### src/rtl/dbus_arbiter.sv
// ----------------------------------------------------------------------------
// dbus_arbiter
//
// Arbitrates the shared data path (memory + io_bridge) between two data-side
// requesters: requester 0 (CPU data port) and requester 1 (DMA engine).
// One transaction is in flight at a time. The owner is picked round robin when
// both requesters ask at once. The address is decoded into the memory or I/O
// region. A single-cycle read/write strobe is issued, and read data is
// captured after the region's latency. The owner then gets a one-cycle ack.
//
// Parameters
//   IO_BASE  addresses >= IO_BASE (unsigned) belong to the I/O region
//   MEM_LAT  strobe-to-read-data cycles for memory (1..15)
//   IO_LAT   strobe-to-read-data cycles for I/O    (1..15)
//
// Ports
//   clk, rst                 clock, synchronous active-high reset
//   req0/req1                transaction requests
//   we0/we1                  1 = write, 0 = read
//   addr0/addr1              word addresses
//   wdata0/wdata1            write data
//   ack0/ack1                one-cycle completion pulse to the owner
//   rdata                    captured read data, valid in the ack cycle
//   owner                    requester that holds / last held the bus
//   busy                     transaction in progress (ACCESS or DONE)
//   d_addr, d_wdata          latched address / write data to the data path
//   mem_read, mem_write      single-cycle memory strobes
//   io_read, io_write        single-cycle I/O strobes
//   mem_rdata, io_rdata      read data returned by memory / io_bridge
// ----------------------------------------------------------------------------
module dbus_arbiter #(
    parameter logic [15:0] IO_BASE = 16'hFF00,
    parameter int unsigned MEM_LAT = 1,
    parameter int unsigned IO_LAT  = 3
) (
    input  logic        clk,
    input  logic        rst,
    input  logic        req0,
    input  logic        req1,
    input  logic        we0,
    input  logic        we1,
    input  logic [15:0] addr0,
    input  logic [15:0] addr1,
    input  logic [15:0] wdata0,
    input  logic [15:0] wdata1,
    output logic        ack0,
    output logic        ack1,
    output logic [15:0] rdata,
    output logic        owner,
    output logic        busy,
    output logic [15:0] d_addr,
    output logic [15:0] d_wdata,
    output logic        mem_read,
    output logic        mem_write,
    output logic        io_read,
    output logic        io_write,
    input  logic [15:0] mem_rdata,
    input  logic [15:0] io_rdata
);

    // Counter load values: the counter counts the remaining ACCESS cycles
    // after the current one, so LAT=1 loads zero and finishes immediately.
    localparam logic [3:0] MEM_CNT = 4'(MEM_LAT - 1);
    localparam logic [3:0] IO_CNT  = 4'(IO_LAT - 1);

    typedef enum logic [1:0] {
        ST_IDLE   = 2'd0,
        ST_ACCESS = 2'd1,
        ST_DONE   = 2'd2
    } state_t;

    state_t      state_q;
    logic        owner_q;
    logic        we_q;
    logic        io_q;
    logic [3:0]  cnt_q;
    logic [15:0] d_addr_q;
    logic [15:0] d_wdata_q;
    logic [15:0] rdata_q;
    logic        busy_q;
    logic        ack0_q;
    logic        ack1_q;
    logic        mem_read_q;
    logic        mem_write_q;
    logic        io_read_q;
    logic        io_write_q;

    // Grant decode. These values are only consumed on the IDLE clock edge.
    // The req inputs never reach an output without passing through a register.
    logic        grant_valid_d;
    logic        grant_d;
    logic [15:0] sel_addr_d;
    logic [15:0] sel_wdata_d;
    logic        sel_we_d;
    logic        sel_io_d;
    logic [3:0]  cnt_load_d;
    logic [3:0]  cnt_d;

    always_comb begin
        grant_valid_d = req0 | req1;
        // When both requesters are contending, the one that did not own the
        // bus last wins. A lone requester always wins.
        if (req0 && req1) begin
            grant_d = ~owner_q;
        end else begin
            grant_d = req1;
        end
        sel_addr_d  = grant_d ? addr1  : addr0;
        sel_wdata_d = grant_d ? wdata1 : wdata0;
        sel_we_d    = grant_d ? we1    : we0;
        sel_io_d    = (sel_addr_d >= IO_BASE);
        cnt_load_d  = sel_io_d ? IO_CNT : MEM_CNT;
        cnt_d       = (cnt_q != 4'd0) ? (cnt_q - 4'd1) : 4'd0;
    end

    always_ff @(posedge clk) begin
        if (rst) begin
            state_q     <= ST_IDLE;
            owner_q     <= 1'b1;
            we_q        <= 1'b0;
            io_q        <= 1'b0;
            cnt_q       <= 4'd0;
            d_addr_q    <= 16'h0000;
            d_wdata_q   <= 16'h0000;
            rdata_q     <= 16'h0000;
            busy_q      <= 1'b0;
            ack0_q      <= 1'b0;
            ack1_q      <= 1'b0;
            mem_read_q  <= 1'b0;
            mem_write_q <= 1'b0;
            io_read_q   <= 1'b0;
            io_write_q  <= 1'b0;
        end else begin
            // Strobes and acks are pulses. They default low each cycle and are
            // set only on the transition that starts the relevant cycle.
            mem_read_q  <= 1'b0;
            mem_write_q <= 1'b0;
            io_read_q   <= 1'b0;
            io_write_q  <= 1'b0;
            ack0_q      <= 1'b0;
            ack1_q      <= 1'b0;

            case (state_q)
                ST_IDLE: begin
                    if (grant_valid_d) begin
                        owner_q     <= grant_d;
                        d_addr_q    <= sel_addr_d;
                        d_wdata_q   <= sel_wdata_d;
                        we_q        <= sel_we_d;
                        io_q        <= sel_io_d;
                        cnt_q       <= cnt_load_d;
                        busy_q      <= 1'b1;
                        // Strobe is registered here so it is high in exactly
                        // the first ACCESS cycle.
                        mem_read_q  <= ~sel_io_d & ~sel_we_d;
                        mem_write_q <= ~sel_io_d &  sel_we_d;
                        io_read_q   <=  sel_io_d & ~sel_we_d;
                        io_write_q  <=  sel_io_d &  sel_we_d;
                        state_q     <= ST_ACCESS;
                    end
                end

                ST_ACCESS: begin
                    if (cnt_q != 4'd0) begin
                        cnt_q <= cnt_d;
                    end else begin
                        // Last ACCESS cycle: read data is valid on this edge.
                        if (!we_q) begin
                            rdata_q <= io_q ? io_rdata : mem_rdata;
                        end
                        ack0_q  <= ~owner_q;
                        ack1_q  <=  owner_q;
                        state_q <= ST_DONE;
                    end
                end

                ST_DONE: begin
                    busy_q  <= 1'b0;
                    state_q <= ST_IDLE;
                end

                default: begin
                    busy_q  <= 1'b0;
                    state_q <= ST_IDLE;
                end
            endcase
        end
    end

    // Pulses are gated by reset so an aborted transaction drops its strobe or
    // ack in the reset cycle itself instead of one edge later.
    assign mem_read  = mem_read_q  & ~rst;
    assign mem_write = mem_write_q & ~rst;
    assign io_read   = io_read_q   & ~rst;
    assign io_write  = io_write_q  & ~rst;
    assign ack0      = ack0_q      & ~rst;
    assign ack1      = ack1_q      & ~rst;

    assign rdata   = rdata_q;
    assign owner   = owner_q;
    assign busy    = busy_q;
    assign d_addr  = d_addr_q;
    assign d_wdata = d_wdata_q;

endmodule

### config.mk
export PLATFORM = sky130hd
export DESIGN_NAME = dbus_arbiter
export DESIGN_NICKNAME = d
export VERILOG_FILES = /design/src/rtl/dbus_arbiter.sv
export SDC_FILE = /design/constraint.sdc
export NUM_CORES = 1
export LEC_CHECK = 0
export BUFFER_PORTS_ARGS = -buffer_cell sky130_fd_sc_hd__buf_2
export CORE_ASPECT_RATIO = 0.75
export CORE_MARGIN = 4
export CORE_UTILIZATION = 48
export DETAILED_ROUTE_END_ITERATION = 8
export PLACE_DENSITY = 0.95
export SLEW_MARGIN = 5
export SYNTH_ARGS = -nofsm -noshare
export SYNTH_HDL_FRONTEND = slang
export SYNTH_SLANG_ARGS = --single-unit
export TNS_END_PERCENT = 10
### constraint.sdc
create_clock -name clk -period 4.4 [get_ports clk]
set_input_delay 0.88 -clock clk [delete_from_list [all_inputs] [get_ports clk]]
set_output_delay 0.88 -clock clk [all_outputs]
set_load 0.02 [all_outputs]
==> run_results.csv, run 1 <==
group,metric,value,unit
outcome,status,"finished clean",
clock_network,cts-root-buf,"clkbuf_8",
clock_network,cts_sinks,64,
sta,worst_pin_slew,1.03,ns
floorplan,dieArea,7300,µm²
sta,fin_skew,0.00678,ns
yosys,synth_cell_types,33,
clock_network,cts_setup_buffers,0,
min_path,hold_depth,2,
global_route,grt_pass1_vias,2725,
final_layout,fill_cells,435,
clock_network,path_clk_slew,0.07,ns
clock_network,postCtsHoldBufs,0,
final_layout,seqCellArea,1280,µm²
clock_network,clock_path_buffers,2,
yosys,synth-seq-cells,64,
pwr,comb_power_share,25.9,%
final_layout,final_common_cell,"buf_2",
final_layout,nNetsFinal,542,
detailed_routing,num_vias,2683,
job,maxCapViolCount,0,
detailed_routing,ant_nets,0,
sta,final-hold-violation-count,0,
pwr,netSwitchingPower,0.552,mW
sta,min_period,2.66,ns
yosys,synth-edff-count,0,
detailed_routing,first_pass_iters,4,
critical_path,cp_max_fo,37,
yosys,yosysWarningCount,0,
detailed_routing,drt_iter0_drc,70,
detailed_routing,met3_length,839,µm
sta,slew_headroom,31.4,%
clock_network,cts.repair.resized,0,
critical_path,cp_slowest_cell,"buf_2",
pwr,leakagePower,1.80,nW
final_layout,final_cell_mix,"buf_2, dfxtp_1, nor2_1",
detailed_routing,wl_per_cell,15.0,µm
floorplan,ios,158,
yosys,syn_area,2870,µm²
critical_path,end_kind,"output pin",
detailed_routing,routed_wl,7.84,mm
pwr,clock_power_share,34.5,%
pwr,p_seq_share,39.6,%
pwr,swShare,31.3,%
final_layout,multi_input_area,1460,µm²
final_layout,finalNonFillerCells,522,
global_route,grt_max_degree,39,
yosys,syn_avg_cell_area,9.83,µm²
pwr,power_density,450,nW/µm²
detailed_routing,drc,0,
final_layout,area_delta_synth_final,36.8,%
sta,post-route-period-util,60.4,%
min_path,holdCritPathClass,"reg -> reg",
floorplan,start_util,49.5,%
final_layout,diodes,0,
global_route,track_usage,21.6,%
sta,timing.setup.tns,0,ns
floorplan,die_height,75.0,µm
final_layout,drive_gt1_share,43.9,%
sta,rsz0062_at_grt,"no",
sta,timing.fmax,0.376,GHz
floorplan,fp.dieW,97.3,µm
place,dp_hpwl,5.97,mm
critical_path,r2r_cells,7,
yosys,synth_ff_type,"dfxtp_1",
detailed_routing,route.met2.wl,3.70,mm
place,port-buffer-count,157,
clock_network,cts_tree,"built",
detailed_routing,wl_met1,3.14,mm
global_route,grt_pass1_wl,12.5,mm
sta,setup_viol,0,
place,gp_congestion,0.802,
critical_path,max_stage_delay,0.58,ns
critical_path,arrival,1.78,ns
place,dp_cells,505,
sta,drv_slew,0,
yosys,synth_cells,292,
clock_network,clk-insertion-delay-late,0.34,ns
yosys,synthArstFlopShare,0,%
global_route,antenna_found_initial,0,
sta,hold_ws,0.478,ns
clock_network,cts_inserted_buffers,9,
critical_path,critPathKind,"in -> out",
yosys,syn_nets,395,
critical_path,worstSetupStartpointType,"input pin",
global_route,grt-ovfl-total,0,
floorplan,rows,24,
detailed_routing,drt-vias-per-instance,5.14,
critical_path,required,3.52,ns
critical_path,cp_common_cell,"buf_2",
yosys,yosysSeqAreaShare,44.6,%
floorplan,core_area,5800,µm²
clock_network,h-tree-depth,3,
pwr,intPower,1.21,mW
detailed_routing,maxUsedRoutingLayer,"met4",
pwr,vdd_drop_max,0.302,mV
critical_path,worstPathCellList,"buf_2, nor2b_1, buf_2",
-- logic make-up after synthesis --
group,count (synthesis),synth area share [%]
adders and majority gates,1,0.436
buffers and inverters,27,4.88
AOI/OAI and AO/OA,57,17.1
muxes,49,17.1
and+or+nand+nor,91,15.0
xor gates and xnor gates,3,0.915
DFF,64,44.6
-- cell type report --
type                    count  share of cell area (%)
inverters                   2                   0.191
well taps                  78                    2.48
clock inverters             7                    3.06
multi-input cells         201                    37.2
repair buffers            161                    21.3
flip-flops and latches     64                    32.6
clock buffers               9                    3.15
-- synth_stat cells (4+ instances only) --
cell type | number | area [µm²]
dfxtp_1 | 64 | 1280
buf_2 | 4 | 20.0
a211oi_2 | 14 | 175
nor2b_1 | 7 | 43.8
clkbuf_1 | 10 | 37.5
mux2i_1 | 49 | 490
buf_4 | 5 | 37.5
a211oi_1 | 37 | 278
buf_1 | 4 | 15.0
nand4_1 | 4 | 25.0
nor3_1 | 6 | 30.0
nor2_1 | 57 | 214
-- final timing paths --
check                               from   endpoint  slack, ns
worst min register to register      busy       busy       0.48
worst max register to register  cnt_q[0]  rdata[12]       2.28
worst min-delay path                busy       busy       0.48
worst max-delay path                 rst   io_write       1.74
-- metal layers --
layer / up-vias / GRT usage (%)
met5: - / 0
met4: 0 / 9.52
met3: 17 / 11.1
met2: 121 / 36.9
met1: 1201 / 23.1
li1: 1344 / -
-- state kept, by name, indices dropped and copies added, names as in the netlist, 2 cells and up --
| name | count |
|---|---|
| rdata | 16 |
| state_q | 2 |
| d_wdata | 16 |
| d_addr | 16 |
| cnt_q | 4 |
-- stage by stage --
step / worst slack, ns / utilization (%) / instance area, µm² / power [mW]
finish: 1.74 / 67.8 / 3930 / 1.77
global route: 1.65 / 67.8 / 3930 / 1.86
CTS: 1.74 / 67.3 / 3900 / 1.77
detailed placement: 1.72 / 63.1 / 3660 / 1.16
global placement: 1.77 / 63.1 / 3660 / 1.14
floorplan: 1.99 / - / 2870 / 1.01
-- power by group through the flow --
| stage | clock, mW | sequential (mW) | combinational (mW) |
|---|---|---|---|
| 2_1_floorplan | 0 | 0.777 | 0.237 |
| 3_3_place_gp | 0 | 0.707 | 0.433 |
| 3_5_place_dp | 0 | 0.710 | 0.452 |
| 4_1_cts | 0.622 | 0.699 | 0.453 |
| 5_1_grt | 0.653 | 0.707 | 0.504 |
| 6_report | 0.610 | 0.699 | 0.457 |
-- worst max-delay path, delay by kind of cell --
kind | cells | cell delay [ns]
simple gates | 1 | 0.10
buf+inv | 2 | 0.77
(Power assumes the default switching activity.)
==> inputs of run 2 (changes only) <==
--- a/config.mk
+++ b/config.mk
@@ -8,9 +8,9 @@
 export BUFFER_PORTS_ARGS = -buffer_cell sky130_fd_sc_hd__buf_2
 export CORE_ASPECT_RATIO = 0.75
 export CORE_MARGIN = 4
-export CORE_UTILIZATION = 48
+export CORE_UTILIZATION = 40
 export DETAILED_ROUTE_END_ITERATION = 8
-export PLACE_DENSITY = 0.95
+export PLACE_DENSITY = 0.87
 export SLEW_MARGIN = 5
 export SYNTH_ARGS = -nofsm -noshare
 export SYNTH_HDL_FRONTEND = slang
==> constraint.sdc (replaced) <==
create_clock -name clk -period 2.3 [get_ports clk]
set_input_delay 0.46 -clock clk [delete_from_list [all_inputs] [get_ports clk]]
set_output_delay 0.46 -clock clk [all_outputs]
set_load 0.02 [all_outputs]
==> run_results.csv, run 2 (synthesis results as in run 1) <==
group,metric,value,unit
outcome,status,"finished clean",
job,maxCapViolCount,0,
floorplan,fp.dieW,106,µm
floorplan,start_util,41.6,%
place,dp_cells,531,
min_path,holdCritPathClass,"in -> reg",
final_layout,finalNonFillerCells,546,
floorplan,core_area,6900,µm²
sta,timing.fmax,0.536,GHz
sta,fin_skew,0.0119,ns
sta,fin_ws,0.434,ns
floorplan,die_height,81.4,µm
pwr,leakagePower,1.79,nW
place,place_area,3730,µm²
sta,hold_ws,0.457,ns
clock_network,clk-insertion-delay-late,0.33,ns
sta,final-hold-violation-count,0,
global_route,grt_pass1_vias,2718,
sta,drv_slew,0,
sta,rsz0062_at_grt,"no",
clock_network,clock_path_buffers,2,
detailed_routing,num_vias,2689,
clock_network,cts_inserted_buffers,9,
critical_path,critPathTopFamily,"simple AND/OR/NAND/NOR gates",
place,port-buffer-count,157,
place,post-place-ws,0.392,ns
detailed_routing,drt_iter0_drc,58,
critical_path,max_stage_delay,0.42,ns
pwr,power,3.11,mW
sta,timing.setup.tns,0,ns
clock_network,path_clk_slew,0.07,ns
clock_network,cts.repair.resized,0,
clock_network,cts-root-buf,"clkbuf_8",
clock_network,cts_sinks,64,
sta,min_period,1.87,ns
final_layout,diodes,0,
place,gp_congestion,0.749,
critical_path,end_kind,"flip-flop",
final_layout,fin_area,3910,µm²
clock_network,cts_tree,"built",
final_layout,final_common_cell,"buf_2",
critical_path,cp_slowest_cell,"or3b_4",
pwr,power_density,795,nW/µm²
floorplan,ios,158,
critical_path,cp_max_fo,32,
sta,worst_pin_slew,0.652,ns
final_layout,nNetsFinal,547,
final_layout,final_cell_mix,"buf_2, dfxtp_1, nor2_1",
critical_path,crit_buf_inv,2,
final_layout,utilization,56.7,%
final_layout,drive_gt1_share,44.2,%
clock_network,cts_setup_buffers,0,
detailed_routing,drt-vias-per-instance,4.92,
final_layout,area_delta_synth_final,36.3,%
critical_path,critPathKind,"reg -> reg",
sta,setup_viol,0,
detailed_routing,first_pass_iters,4,
sta,post-route-period-util,81.1,%
global_route,track_usage,17.4,%
critical_path,required,2.55,ns
detailed_routing,drc,0,
detailed_routing,routed_wl,7.61,mm
final_layout,fill_cells,621,
pwr,vdd_drop_max,0.398,mV
critical_path,arrival,2.11,ns
critical_path,worstSetupStartpointType,"flip-flop",
global_route,grt_max_degree,44,
global_route,antenna_found_initial,0,
floorplan,rows,26,
place,dp_hpwl,6.01,mm
global_route,grt_pass1_wl,12.0,mm
global_route,grt-ovfl-total,0,
sta,slew_headroom,56.1,%
detailed_routing,wl_per_cell,13.9,µm
clock_network,h-tree-depth,3,
critical_path,worstPathCellList,"inv_1, ha_1, or3b_4, nor3_4, buf_4, nor2_1, a211oi_2",
clock_network,postCtsHoldBufs,0,
detailed_routing,ant_nets,0,
floorplan,dieArea,8610,µm²
## run 2: cell count changes in the layout (fill, tap and decap cells not counted), sizes merged
cell | before | now
clkinv | 3 | 2
clkinvlp | 1 | 2
bufinv | 3 | 1
clkbuf | 9 | 10
buf | 161 | 166
## run 2: path summary, 6_finish.rpt
check | slack [ns] | end | start | cells past startpoint
min reg2reg | 0.48 | busy | busy | 2
min | 0.46 | d_wdata[1] | wdata0[1] | 3
max | 0.43 | rdata[3] | cnt_q[0] | 7
max reg2reg | 0.43 | rdata[3] | cnt_q[0] | 7
## run 2: metal layers
metal  GRT usage, %  part of all wire, %  up-vias  routed length [µm]
met2           31.9                   48      131                3630
met3           9.05                   12       12                 932
met5              0                    0        -                   0
met1           17.0                   39     1194                2940
met4           6.73                  1.4        0                 104
li1               -                    -     1352                   -
## run 2: final cells by class
type	instances	area (µm²)	share of cell area, %
well taps	98	123	3.13
repair buffers	166	853	21.8
clock buffers	10	128	3.26
inverters	2	7.51	0.192
clock inverters	5	58.8	1.50
flip-flops and latches	64	1280	32.7
multi-input cells	201	1460	37.4
## run 2: report_power, final
part | switching, mW | internal (mW)
clock network | 0.418 | 0.494
registers | 0.0733 | 1.25
logic | 0.529 | 0.352
total | 1.02 | 2.09
## run 2: worst min-delay path, stage by stage
cell and delay, ns:
buf_2 0.09, mux2i_1 0.11, a211oi_1 0.08
